==> config.mk <==
export PLATFORM = sky130hd
export DESIGN_NAME = bandit_environment
export DESIGN_NICKNAME = d
export VERILOG_FILES = /design/src/rtl/bandit_environment.sv
export SDC_FILE = /design/constraint.sdc
export NUM_CORES = 2
export LEC_CHECK = 0
export ABC_AREA = 1
export BUFFER_PORTS_ARGS = -buffer_cell sky130_fd_sc_hd__buf_2
export CAP_MARGIN = 5
export CORE_MARGIN = 4
export CORE_UTILIZATION = 49
export DETAILED_ROUTE_END_ITERATION = 16
export PLACE_DENSITY = 0.61
export SYNTH_ARGS = -nofsm -noshare
export SYNTH_HDL_FRONTEND = slang
export SYNTH_SLANG_ARGS = --single-unit
==> constraint.sdc <==
create_clock -name clock -period 11.9 [get_ports clock]
set_input_delay 1.785 -clock clock [delete_from_list [all_inputs] [get_ports clock]]
set_output_delay 1.785 -clock clock [all_outputs]
set_load 0.02 [all_outputs]
==> src/rtl/bandit_environment.sv <==
// Bandit environment: accepts an arm index, draws an LFSR sample against a per-arm
// hit probability and returns a signed reward. Optional counters: BANDIT_ENVIRONMENT_STATS_EN.
module bandit_environment #(
    parameter int                 NUM_ARMS    = 256,
    parameter logic [15:0]        SEED        = 16'hACE1,
    parameter logic signed [7:0]  REWARD_HIT  = 8'sd64,
    parameter logic signed [7:0]  REWARD_MISS = -8'sd64
) (
    input  logic        clock,
    input  logic        reset,
    input  logic        action_valid,
    input  logic [7:0]  action_data,
    output logic        action_ready,
    output logic        reward_valid,
    output logic [7:0]  reward_data,
    input  logic        reward_ready,
    input  logic        prob_write,
    input  logic [7:0]  prob_index,
    input  logic [7:0]  prob_data,
    output logic [31:0] action_count,
    output logic [31:0] hit_count
);

    localparam int          AW       = (NUM_ARMS > 1) ? $clog2(NUM_ARMS) : 1;
    localparam int          DEPTH    = 1 << AW;
    localparam logic [15:0] SEED_EFF = (SEED == 16'h0000) ? 16'h0001 : SEED;
    localparam logic [8:0]  ARMS     = 9'(NUM_ARMS);
    localparam logic [8:0]  LAST     = 9'(NUM_ARMS - 1);

    typedef enum logic [1:0] {INIT, IDLE, DRAW, HOLD} state_t;

    state_t        state, state_nxt;
    logic [7:0]    init_idx;
    logic [7:0]    arm;
    logic [15:0]   lfsr, lfsr_nxt;
    logic [7:0]    prob_table [DEPTH];
    logic [7:0]    prob_rd;
    logic          arm_ok, hit, handshake, init_done;
    logic          tbl_we;
    logic [AW-1:0] tbl_waddr;
    logic [7:0]    tbl_wdata;

    assign handshake = action_valid && action_ready;
    assign init_done = ({1'b0, init_idx} == LAST);

    // Read is combinational on the pre-edge table, so a same-cycle write in DRAW
    // lands after the draw has used the old probability.
    assign arm_ok   = ({1'b0, arm} < ARMS);
    assign prob_rd  = prob_table[arm[AW-1:0]];
    assign lfsr_nxt = {1'b0, lfsr[15:1]} ^ (lfsr[0] ? 16'hB400 : 16'h0000);
    assign hit      = arm_ok && (lfsr_nxt[7:0] < prob_rd);

    always_comb begin
        tbl_we    = 1'b0;
        tbl_waddr = prob_index[AW-1:0];
        tbl_wdata = prob_data;
        if (state == INIT) begin
            tbl_we    = 1'b1;
            tbl_waddr = init_idx[AW-1:0];
            tbl_wdata = 8'h00;
        end else if (prob_write && ({1'b0, prob_index} < ARMS)) begin
            tbl_we = 1'b1;
        end
    end

    always_ff @(posedge clock) begin
        if (tbl_we) prob_table[tbl_waddr] <= tbl_wdata;
    end

    always_ff @(posedge clock or negedge reset) begin
        if (!reset) state <= INIT;
        else        state <= state_nxt;
    end

    always_comb begin
        state_nxt = state;
        case (state)
            INIT:    if (init_done) state_nxt = IDLE;
            IDLE:    if (handshake) state_nxt = DRAW;
            DRAW:    state_nxt = HOLD;
            HOLD:    if (reward_ready) state_nxt = IDLE;
            default: state_nxt = INIT;
        endcase
    end

    always_comb begin
        action_ready = (state == IDLE);
        reward_valid = (state == HOLD);
    end

    always_ff @(posedge clock or negedge reset) begin
        if (!reset) begin
            init_idx    <= 8'h00;
            arm         <= 8'h00;
            lfsr        <= SEED_EFF;
            reward_data <= 8'h00;
        end else begin
            if (state == INIT && !init_done) init_idx <= init_idx + 8'h01;
            if (handshake) arm <= action_data;
            if (state == DRAW) begin
                lfsr        <= lfsr_nxt;
                reward_data <= hit ? REWARD_HIT : REWARD_MISS;
            end
        end
    end

`ifdef BANDIT_ENVIRONMENT_STATS_EN
    always_ff @(posedge clock or negedge reset) begin
        if (!reset) begin
            action_count <= 32'h0;
            hit_count    <= 32'h0;
        end else begin
            if (handshake)            action_count <= action_count + 32'h1;
            if (state == DRAW && hit) hit_count    <= hit_count + 32'h1;
        end
    end
`else
    assign action_count = 32'h0;
    assign hit_count    = 32'h0;
`endif

endmodule

After elaboration in Yosys (flattened, before gate mapping)

Memories as Yosys holds them, arrays and structs flattened.
Index checks and enable logic that the tools add are counted.

Bits in registers: 42
Latch bits: 0
Bits in writable memories: 2,048
ROM bits: 0
Word-level logic and storage cells: 33
Memories kept: 1

Add/subtract/negate cells: 1
Multiply operators: 0
Div/mod/pow operators: 0
Order comparisons: 1
Eq/ne operators: 7
Shifts and indexed selects: 0
Multiplexer cells: 12
Bitwise gates (word level): 1
Reductions and logical operators: 5

Memories:

| name       | depth | bits a word | read ports | clocked after Yosys merged registers in | wr ports | line | RTL |
|---|---|---|---|---|---|---|---|
| prob_table | 256   | 8           | 1          | 0                                       | 1        | 36   | `logic [7:0] prob_table [DEPTH];` |

Operators with widths:

| cell                                                                   | count |
|---|---|
| 8-bit 2-to-1 mux                                                       | 3 |
| 16-bit 2-to-1 mux                                                      | 1 |
| 15-bit by 16-bit XOR with 16-bit output                                | 1 |
| 8-bit by 1-bit adder with 8-bit output (second input constant)         | 1 |
| 8-bit equality test (second input constant)                            | 1 |
| 8-bit < comparator                                                     | 1 |
| 2-bit one-hot mux with 4 select lines                                  | 1 |
| 2-bit 2-to-1 mux                                                       | 3 |
| 2-bit equality test (second input constant)                            | 2 |
| 1-bit 2-to-1 mux                                                       | 4 |
| 2-bit by 1-bit != test with 1-bit output (second input constant)       | 2 |
| 3-bit AND reduction                                                    | 1 |
| 2-bit by 1-bit equality test with 1-bit output (second input constant) | 1 |
| 1-bit logical AND                                                      | 2 |
| 2-bit logical NOT                                                      | 1 |
| 2-bit != test (second input constant)                                  | 1 |
| 1-bit logical NOT                                                      | 1 |

Depth between registers and ports, before layout

Depth after elaboration: 4
Depth in mapped cells: 22
Depth with buffers taken out: 18

Least setup slack after synthesis

OpenSTA, ideal clock, no wires.

Kind: in2reg
From: input prob_data[0]
To: memory prob_table[0][0], data pin
Setup time: 1.406 ns
Arrival time: 7.762 ns
Data required time: 10.494 ns
Setup slack: 2.732 ns
Stages: 2
Path buffers: 0
Cells stage by stage: inv_1 > nor2_1

Cells in the longest elaborated chain, start to end: 1

RTL lines:

| what                   | line | RTL |
|---|---|---|
| start, declared        | 19   | `input logic [7:0] prob_data,` |
| 8-bit 2-to-1 mux       | 57   | `if (state == INIT) begin` |
| named net tbl_wdata[0] | 41   | `logic [7:0] tbl_wdata;` |
| end, declared          | 36   |  |

The timed path passes the listed nets, and every way through them passes these cells.

Worst setup path after layout

From: register arm[0]
To: register reward_data[7]

Cells in the longest elaborated chain, start to end: 3

RTL lines:

| what                   | line | RTL |
|---|---|---|
| start, declared        | 34   | `logic [7:0] arm;` |
| start signal, assigned | 99   | `if (handshake) arm <= action_data;` |
| memory 256 x 8 bit     | n/a  |  |
| 8-bit < comparator     | 51   | `assign hit = arm_ok && (lfsr_nxt[7:0] < prob_rd);` |
| 8-bit 2-to-1 mux       | 102  | `reward_data <= hit ? REWARD_HIT : REWARD_MISS;` |
| end signal, assigned   | 102  |  |
| end, declared          | 15   | `output logic [7:0] reward_data,` |

No other way between the ends.
A chain may end at the register's enable or synchronous reset.

==> metrics.md <==
| Metric | Value |
|---|---|
| Pin count of the biggest net entering global routing | `297` |
| Critical path required time | `12,580 ps` |
| Root buffer cell | `clkbuf_16` |
| TritonCTS clock tree | `done` |
| Sequential Area | `62,430 um^2` |
| Met3 wire len | `22.52 mm` |
| Die H | `421.8 um` |
| Largest fanout on the critical path | `183` |
| Critical Path AT | `6670 ps` |
| HP Class | `reg2reg` |
| R2R cell count | `17` |
| Power per Cell Area | `243.8 nW/um^2` |
| Combinational Power Share | `32.4%` |
| Dpl cells | `8,499` |
| Final period utilization | `50.34%` |
| Synth Area in Adders | `0.1938%` |
| Crit path cell chain | `buf_12 -> buf_4 -> buf_12 -> o21ai_0 -> o22ai_1 -> o21ai_0 -> o22ai_1 -> o21ai_1 -> o22ai_1 -> nand2_1 -> nand3_1 -> nand2_1 -> ha_1 -> a21oi_1 -> nor2_1 -> a2111oi_0 -> a21oi_1` |
| # IOs | `103` |
| Pleak | `29.23 nW` |
| Final WL | `235.5 mm` |
| Setup ws final | `5910 ps` |
| Fill cells | `14,040` |
| Initial Utilization | `49.41%` |
| Post-DP HPWL | `126.6 mm` |
| R2R Path Start | `arm[0]$_DFFE_PN0P_` |
| Setup Fix Bufs, Post-CTS | `0` |
| Gr usage total | `25.75%` |
| Worst Setup End Kind | `register` |
| First-pass GRT wire length | `344.3 mm` |
| Vias in the first global route | `50,990` |
| Antenna-violating nets left | `0` |
| Number of I/O port buffers | `32` |
| Clock Path Buffers | `3` |
| Simple-Gate Fraction of Synth Area | `10.22%` |
| Share of layout cells above drive strength 1 | `6.815%` |
| Hold-fix buffer count after cts | `0` |
| Tot Pwr | `22.35 mW` |
| Die Width | `421.8 um` |
| Post-Syn Instances | `6,650` |
| Post-route cell area | `91,680 um^2` |
| Metal2 WL | `107.7 mm` |
| Starting DRT DRC Count | `7,312` |
| Synthesis-to-finish area growth | `9.253%` |
| Complex-gate fraction of the synthesized area | `11.43%` |
| Fin util | `53.98%` |
| RSZ-0062 raised after global routing | `false` |
| CP top delay family | `compound AO/OA/AOI/OAI gates` |
| Footprint of the multi-input gates | `18,810 um^2` |
| H-tree Lvls | `4` |
| FF-to-FF End | `reward_data[7]$_DFFE_PN0N_` |
| Post-layout nets | `6,534` |
| Clk_lat worst skew | `840 ps` |
| Placed cell area | `85,130 um^2` |
| R2R Setup Slk | `5910 ps` |
| Avg WL per Cell | `26.51 um` |
| Fin crit period | `5990 ps` |
| Startpoint Class | `register` |
| Status | `complete, no violations` |
| Setup violators final | `0` |
| DR DRC count | `0` |
| Hold path cells | `1` |
| Synth Register Bits | `2,084` |
| DP Worst Slack | `6060 ps` |
| TritonCTS Buffers | `209` |
| Switch share | `37.66%` |
| Grt ovf | `0` |
| Main combinational cell family by area after synthesis | `compound AO/OA/AOI/OAI gates` |
| Fmax | `166.9 MHz` |
| TNS Setup | `0 ps` |
| GPL Wtd Cong | `0.8373` |
| Ys Warns | `0` |
| Worst relative slew slack | `17.37%` |
| Hold Fails Final Rpt | `0` |
| Seq/Total Area, Yosys | `74.37%` |
| Total die area | `177,900 um^2` |
| Syn_area_per_cell | `12.62 um^2` |
| Min-delay src | `init_idx[5]$_DFFE_PN0P_` |
| Netlist cell types | `34` |
| DRT met1 WL | `96.68 mm` |
| Max VDD drop | `0.2084 mV` |
| Vias/cell | `6.137` |
| Buf/Inv on CP | `3` |
| Hold endpoint | `init_idx[5]$_DFFE_PN0P_` |
| Net load switching power | `8.418 mW` |
| Crit Path Class | `reg2reg` |
| Post-CTS sizing | `0` |
| Vias | `54,510` |
| Synth Area in XOR/XNOR | `0.09393%` |
| Max-cap violations | `0` |
| Max layer used | `met4` |
| Reg clk slew, reported paths | `60 ps` |
| Core Footprint | `169,800 um^2` |
| Mux share of post-synthesis cell area | `0%` |
| Most frequent cells in the layout | `2,048 x edfxtp_1, 1,476 x nor2_1, 1,094 x o21ai_0, 557 x o22ai_1, 409 x nand2_1` |
| Seq pwr share | `39.4%` |
| Slew Viols, Final | `0` |
| Drt first pass iters | `6` |
| CP max stage cell | `dfrtp_4` |
| Antenna violations before repair | `7` |
| Layout Skew | `39.35 ps` |
| Most used cell, CP | `o22ai_1` |
| Internal power | `13.94 mW` |
| Num rows | `151` |
| Netlist Area Pre-Place | `83,920 um^2` |
| TritonCTS Sinks | `2,084` |
| Commonest non-fill, non-tap cell in the layout | `edfxtp_1` |
| Non-filler cells, final | `8,882` |
| Slew @ Worst Pin | `1235 ps` |
| Smallest hold slack | `473.4 ps` |
| Power share of the clock group | `28.2%` |
| Critical Path Max Stage Delay | `900 ps` |
-- synthesized netlist by cell type (all sizes together) --
master / instances / area, um^2
conb: 1 / 3.750
xor2: 5 / 43.79
a21oi: 12 / 60.06
xnor2: 4 / 35.03
ha: 13 / 162.7
nor2: 1484 / 5570
o22ai: 557 / 3485
a2111oi: 1 / 8.760
buf: 285 / 1904
o31ai: 1 / 7.510
o21ai: 1155 / 5781
o221ai: 1 / 8.760
clkbuf: 274 / 1028
nand3: 279 / 1396
nand4: 1 / 6.260
or2: 4 / 25.02
edfxtp: 2048 / 61500
dfstp: 8 / 210.2
nand2: 417 / 1565
a31oi: 1 / 6.260
o32ai: 27 / 236.5
inv: 39 / 151.4
dfrtp: 28 / 700.7
nor3: 3 / 15.01
clkinv: 2 / 8.750
-- worst reg2reg max path: stages (launching register included) --
cell and delay (ps):
dfrtp_4 900, buf_12 610, buf_4 890, buf_12 620, o21ai_0 520, o22ai_1 200, o21ai_0 100, o22ai_1 340
o21ai_1 230, o22ai_1 220, nand2_1 70, nand3_1 120, nand2_1 70, ha_1 290, a21oi_1 180, nor2_1 60
a2111oi_0 300, a21oi_1 120
-- kinds of logic (layout without fill, tap and decap cells) --
logic type,after synthesis,after routing
AND/OR/NAND/NOR,2188,2188
flip-flops,2084,2084
AO/OA/AOI/OAI,1755,1755
buffers and inverters,600,543
adder cells (fa/ha/maj),13,13
XOR/XNOR,9,9
other,1,72
-- worst max-delay path by stage --
stage,cells past startpoint,start,to,slack [ps]
finish,17,arm[0]$_DFFE_PN0P_,reward_data[7]$_DFFE_PN0N_,5910
floorplan,2,prob_data[0],prob_table[0][0]$_DFFE_PP_,2730
CTS,17,arm[0]$_DFFE_PN0P_,reward_data[7]$_DFFE_PN0N_,6040
detailed placement,17,arm[0]$_DFFE_PN0P_,reward_data[7]$_DFFE_PN0N_,6060
global placement,17,arm[0]$_DFFE_PN0P_,reward_data[7]$_DFFE_PN0N_,5870
global route,17,arm[0]$_DFFE_PN0P_,reward_data[7]$_DFFE_PN0N_,5620
-- metal layers --
metal	vias up	track usage, %
met4	0	9.273
li1	24010	-
met5	-	0
met3	455	4.977
met1	27220	37.23
met2	2823	39.21
-- flip-flops by register name, summed over array words and instances, names as in the netlist --
name	cells
prob_table	2048
lfsr	16
arm	8
init_idx	8
reward_data	2
state	2
-- power groups by stage --
stage / registers (mW) / clock network [mW] / logic [mW]
6_report: 8.80 / 6.31 / 7.24
5_1_grt: 8.81 / 6.71 / 7.78
4_1_cts: 8.80 / 6.38 / 7.13
3_5_place_dp: 8.95 / 0 / 7.11
3_3_place_gp: 8.95 / 0 / 7.06
2_1_floorplan: 9.01 / 0 / 4.60
-- cell type report --
| class | count | share of cell area [%] |
|---|---|---|
| inverter | 41 | 0.2252 |
| antenna | 2 | 0.005459 |
| multi-input combinational | 4035 | 20.52 |
| sequential | 2084 | 68.09 |
| tap | 2218 | 3.027 |
| clock inverter | 125 | 1.094 |
| timing repair buffer | 121 | 0.9989 |
| clock buffer | 256 | 6.044 |
No activity file was read; power rests on OpenSTA's default activity.
